**src/rtl/tick_arb_pkg.sv**
```systemverilog
// tick_arb_pkg: shared types and widths for the tick-slot arbiter
package tick_arb_pkg;
  typedef enum logic {ST_IDLE, ST_GRANT} state_t;
  localparam int SLOT_CNT_W = 8;
endpackage

```
**src/rtl/tick_slot_arbiter_rr_pick.sv**
```systemverilog
// rr_pick: combinational rotating priority encoder, scans from ptr+1 circularly
module rr_pick #(
  parameter int N = 4,
  parameter int W = $clog2(N)
) (
  input  logic [N-1:0] req,
  input  logic [W-1:0] ptr,
  output logic         found,
  output logic [W-1:0] win_id,
  output logic [N-1:0] win
);
  logic [W-1:0] w_idx;
  always_comb begin
    found = 1'b0;
    win_id = '0;
    win = '0;
    w_idx = '0;
    for (int i = 1; i <= N; i++) begin
      w_idx = W'((int'(ptr) + i) % N);
      if (!found && req[w_idx]) begin
        found = 1'b1;
        win_id = w_idx;
      end
    end
    win[win_id] = found;
  end
endmodule

```
**src/rtl/tick_slot_arbiter.sv**
```systemverilog
// tick_slot_arbiter: round-robin time-slot arbiter, slots bounded by a tick strobe
module tick_slot_arbiter
  import tick_arb_pkg::*;
#(
  parameter int N_REQ      = 4,
  parameter int SLOT_TICKS = 2
) (
  input  logic                     clk,
  input  logic                     rst,
  input  logic                     tick,
  input  logic [N_REQ-1:0]         req,
  output logic [N_REQ-1:0]         gnt,
  output logic [$clog2(N_REQ)-1:0] gnt_id,
  output logic                     busy,
  output logic                     slot_end
);
  localparam int W = $clog2(N_REQ);
  localparam logic [SLOT_CNT_W-1:0] LAST = SLOT_CNT_W'(SLOT_TICKS - 1);
  state_t                r_state, w_nxt_state;
  logic [N_REQ-1:0]      r_gnt, w_nxt_gnt;
  logic [W-1:0]          r_gnt_id, w_nxt_gnt_id;
  logic [W-1:0]          r_ptr, w_nxt_ptr;
  logic [SLOT_CNT_W-1:0] r_slot_cnt, w_nxt_slot_cnt;
  logic                  r_slot_end, w_nxt_slot_end;
  logic                  w_found;
  logic [W-1:0]          w_win_id;
  logic [N_REQ-1:0]      w_win;
  logic                  w_expire, w_release, w_start;
  rr_pick #(.N(N_REQ), .W(W)) u_pick (
    .req   (req),
    .ptr   (r_ptr),
    .found (w_found),
    .win_id(w_win_id),
    .win   (w_win)
  );
  assign w_expire  = (r_state == ST_GRANT) && tick && (r_slot_cnt == LAST);
  assign w_release = (r_state == ST_GRANT) && !req[r_gnt_id];
  // expiry takes precedence over release; a released owner simply drops out of the scan
  assign w_start   = w_found && (w_expire || ((r_state == ST_IDLE) && tick));
  always_comb begin
    w_nxt_state = r_state;
    w_nxt_gnt = r_gnt;
    w_nxt_gnt_id = r_gnt_id;
    w_nxt_ptr = r_ptr;
    w_nxt_slot_cnt = r_slot_cnt;
    w_nxt_slot_end = w_expire || w_release;
    if (w_start) begin
      w_nxt_state = ST_GRANT;
      w_nxt_gnt = w_win;
      w_nxt_gnt_id = w_win_id;
      w_nxt_ptr = w_win_id;
      w_nxt_slot_cnt = '0;
    end else if (w_expire || w_release) begin
      w_nxt_state = ST_IDLE;
      w_nxt_gnt = '0;
      w_nxt_slot_cnt = '0;
    end else if ((r_state == ST_GRANT) && tick) begin
      w_nxt_slot_cnt = r_slot_cnt + 1'b1;
    end
  end
  always_ff @(posedge clk) begin
    if (rst) begin
      r_state <= ST_IDLE;
      r_gnt <= '0;
      r_gnt_id <= '0;
      r_ptr <= W'(N_REQ - 1);
      r_slot_cnt <= '0;
      r_slot_end <= 1'b0;
    end else begin
      r_state <= w_nxt_state;
      r_gnt <= w_nxt_gnt;
      r_gnt_id <= w_nxt_gnt_id;
      r_ptr <= w_nxt_ptr;
      r_slot_cnt <= w_nxt_slot_cnt;
      r_slot_end <= w_nxt_slot_end;
    end
  end
  assign gnt = r_gnt;
  assign gnt_id = r_gnt_id;
  assign busy = |r_gnt;
  assign slot_end = r_slot_end;
endmodule

```
**config.mk**
```make
export PLATFORM = sky130hd
export DESIGN_NAME = tick_slot_arbiter
export DESIGN_NICKNAME = d
export VERILOG_FILES = /design/src/rtl/tick_arb_pkg.sv /design/src/rtl/tick_slot_arbiter_rr_pick.sv /design/src/rtl/tick_slot_arbiter.sv
export SDC_FILE = /design/constraint.sdc
export NUM_CORES = 1
export LEC_CHECK = 0
export ABC_AREA = 1
export BUFFER_PORTS_ARGS = -buffer_cell sky130_fd_sc_hd__buf_2
export CORE_MARGIN = 1
export CORE_UTILIZATION = 57
export CTS_BUF_LIST = sky130_fd_sc_hd__clkbuf_4 sky130_fd_sc_hd__clkbuf_8 sky130_fd_sc_hd__clkbuf_16
export DETAILED_ROUTE_END_ITERATION = 10
export GPL_TIMING_DRIVEN = 0
export MAX_ROUTING_LAYER = met4
export PLACE_DENSITY = 0.91
export SYNTH_ARGS = -nofsm -noshare
export SYNTH_HDL_FRONTEND = slang
export SYNTH_HIERARCHICAL = 1
export SYNTH_SLANG_ARGS = --single-unit
```
**constraint.sdc**
```tcl
create_clock -name clk -period 5.05 [get_ports clk]
set_input_delay 0.505 -clock clk [delete_from_list [all_inputs] [get_ports clk]]
set_output_delay 0.505 -clock clk [all_outputs]
set_load 0.05 [all_outputs]
```
==> results.tsv <==
stage	metric	value	unit
setup_path	start_kind	flop	
finish	areaGrowthSynthToFinish	10.5	%
synth	synth_area_leaders	dfxtp_1, nand2_1, nand3_1	
setup_path	max_stage_delay	0.50	ns
clock_network	cts-root-buf	clkbuf_4	
clock_network	clockBufferDepth	2	
grt	grt_max_degree	11	
synth	synth_mux_area_frac	0	
grt	gr-usage-all-layers	0.236	
sta	maxSlewViolCount	0	
finish	drive_gt1_frac	0.246	
drt	wire_per_inst	10.4	um
setup_path	crit_type	reg2out	
synth	ys_seq_elements	18	
finish	n_fill_cell	157	
drt	via_count	1120	
clock_network	holdBufCountCts	0	
clock_network	clk_pin_slew	0.09	ns
synth	avgSynthCellArea	6.76	um2
power	swShare	0.515	
floorplan	ioPinCount	15	
finish	diodes	0	
synth	synth_top_family_by_area	simple AND/OR/NAND/NOR gates	
power	powerDensity	460	nW/um2
sta	slew_headroom	0.811	
setup_path	critPathArrivalTime	1.34	ns
clock_network	post_cts_resized	0	
finish	multiInputGateArea	752	um2
sta	period_needed	1.85	ns
synth	synth_top_area_share	0.300	
floorplan	die_h	47.9	um
power	switching_power	0.000315	W
sta	tightest_slew	0.284	ns
synth	synthCells	178	
setup_path	crit_chain	or4_1, buf_2	
synth	synthSimpleGateAreaFrac	0.506	
grt	gr-total-overflow	0	
sta	finalSetupViolCount	0	
flow_run	cap_violations	0	
synth	syn-cell-area	1200	um2
power	finalPower	0.000612	W
drt	ant_nets	0	
power	vdd_drop_max	0.275	mV
power	seqPwrFrac	0.303	
power	clkPwrFrac	0.111	
sta	fmax	541	MHz
power	p_leak	0.674	nW
synth	synth_xor_area_frac	0.0364	
finish	final_net_count	206	
floorplan	fp.dieW	47.9	um
sta	hold_violations	0	
power	power_frac_comb	0.586	
min_path	worstHoldPathType	in2reg	
drt	drt_iter0_markers	32	
drt	vias_per_cell	5.05	
sta	min_period_over_period	0.366	
placed_design	port_buffers	14	
setup_path	cp_slowest_cell	or4_1	
setup_path	cp-end-kind	output pin	
clock_network	cts_tree	done	
sta	rsz0062_at_grt	false	
floorplan	fp-row-count	16	
synth	synth-seq-area-share	0.300	
clock_network	post_cts_buffers	0	
placed_design	gp_congestion	0.942	
synth	syn_nets	187	
placed_design	dp.cells	219	
drt	routed_wl	2.31	mm
floorplan	die_area	2300	um2
synth	synthAdderAreaFrac	0.0208	
synth	yosysTopAreaCell	dfxtp_1	
synth	synth_compound_gate_area_share	0.0624	
grt	antenna_found_initial	0	
synth	ys.flop_type	dfxtp_1	
drt	first_pass_iters	4	
synth	synth_common_cells	nand2_1, dfxtp_1, inv_1, nand3_1, nor2_1	
synth	yosysWarnings	6	
finish	regArea	360	um2
run_status	status	complete, no violations	
power	p_int	0.000297	W
setup_path	cp_data_required_time	4.55	ns
clock_network	h-tree-depth	1	
drt	drc	0	
grt	grt_pass1_wl	3.73	mm
placed_design	dp_hpwl	1.89	mm
synth	async_flop_share	0	
clock_network	cts_buffers	3	
clock_network	worstSkewPairLatency	0.29	ns
clock_network	cts_sinks	18	
grt	grt_pass1_vias	995	
synth	synth_edf_count	0	
finish	layout.cells.non_filler	222	
sta	fin_skew	0.00171	ns
setup_path	path_max_fanout	3	
synth	yosysMostFrequentCell	nand2_1	
synth	ys_types	25	
floorplan	initial_core_util	0.607	
sta	setup_tns	0	ns
floorplan	coreArea	1980	um2
-- layer usage --
metal / global-route usage / up-vias / share of wire
met4: 0.106 / 0 / 0.010
li1: - / 603 / -
met1: 0.242 / 498 / 0.45
met2: 0.438 / 15 / 0.52
met3: 0.0340 / 4 / 0.022
met5: - / - / 0
-- registers in the layout (all words and copies together), names as in the netlist --
register	cells
gnt_id	2
r_slot_cnt	8
r_ptr	2
slot_end	1
gnt	4
r_state	1
-- kinds of logic after synthesis --
logic type,after synthesis
AND/OR/NAND/NOR,120
buffers and inverters,23
adder cells (fa/ha/maj),2
XOR/XNOR,5
flip-flops,18
AO/OA/AOI/OAI,10
-- worst max-delay path: cells and delay by family, from the launching register on --
family	cells	cell delay, ns
buf+inv	1	0.22
flops	1	0.33
simple gates	1	0.50
-- cell type report --
type	instances	area share
tap	27	0.0254
inverter	22	0.0621
sequential	18	0.271
timing repair buffer	14	0.0527
buffer	1	0.00565
clock buffer	3	0.0169
multi-input combinational	137	0.566
-- final timing paths --
kind / from / end / slack (ns) / cells past startpoint
setup reg to reg: r_ptr[0] / r_slot_cnt[0] / 3.22 / 11
setup / recovery: gnt[2] / busy / 3.20 / 2
hold / removal: rst / slot_end / 0.47 / 2
hold reg to reg: gnt[1] / gnt[1] / 0.49 / 2
-- power groups by stage --
stage                     Sequential, W  Combinational (W)  Clock [W]
after detailed placement       0.000188           0.000358          0
final                          0.000185           0.000358  0.0000681
after CTS                      0.000185           0.000358  0.0000702
after floorplan                0.000233           0.000248          0
after global routing           0.000189           0.000394  0.0000761
after global placement         0.000187           0.000343          0
-- cell usage in the layout (no fill, tap or decap), drive strengths merged --
cell	n
nand2	68
inv	22
nor2	21
dfxtp	18
nand3	18
buf	15
nand4	9
xor2	5
a21oi	5
o21ai	4
clkbuf	3
ha	2
or4	1
or2	1
nor3	1
o21bai	1
nand3b	1
-- per-stage QoR --
step	instance area, um2	utilization	setup slack (ns)	hold slack [ns]
2_1_floorplan	1200	-	3.25	0.471
6_report	1330	0.670	3.20	0.474
3_3_place_gp	1310	0.659	3.17	0.462
4_1_cts	1330	0.670	3.19	0.469
3_5_place_dp	1310	0.659	3.12	0.473
5_1_grt	1330	0.670	3.03	0.483
Note: power is estimated with default switching activity, not from simulation.
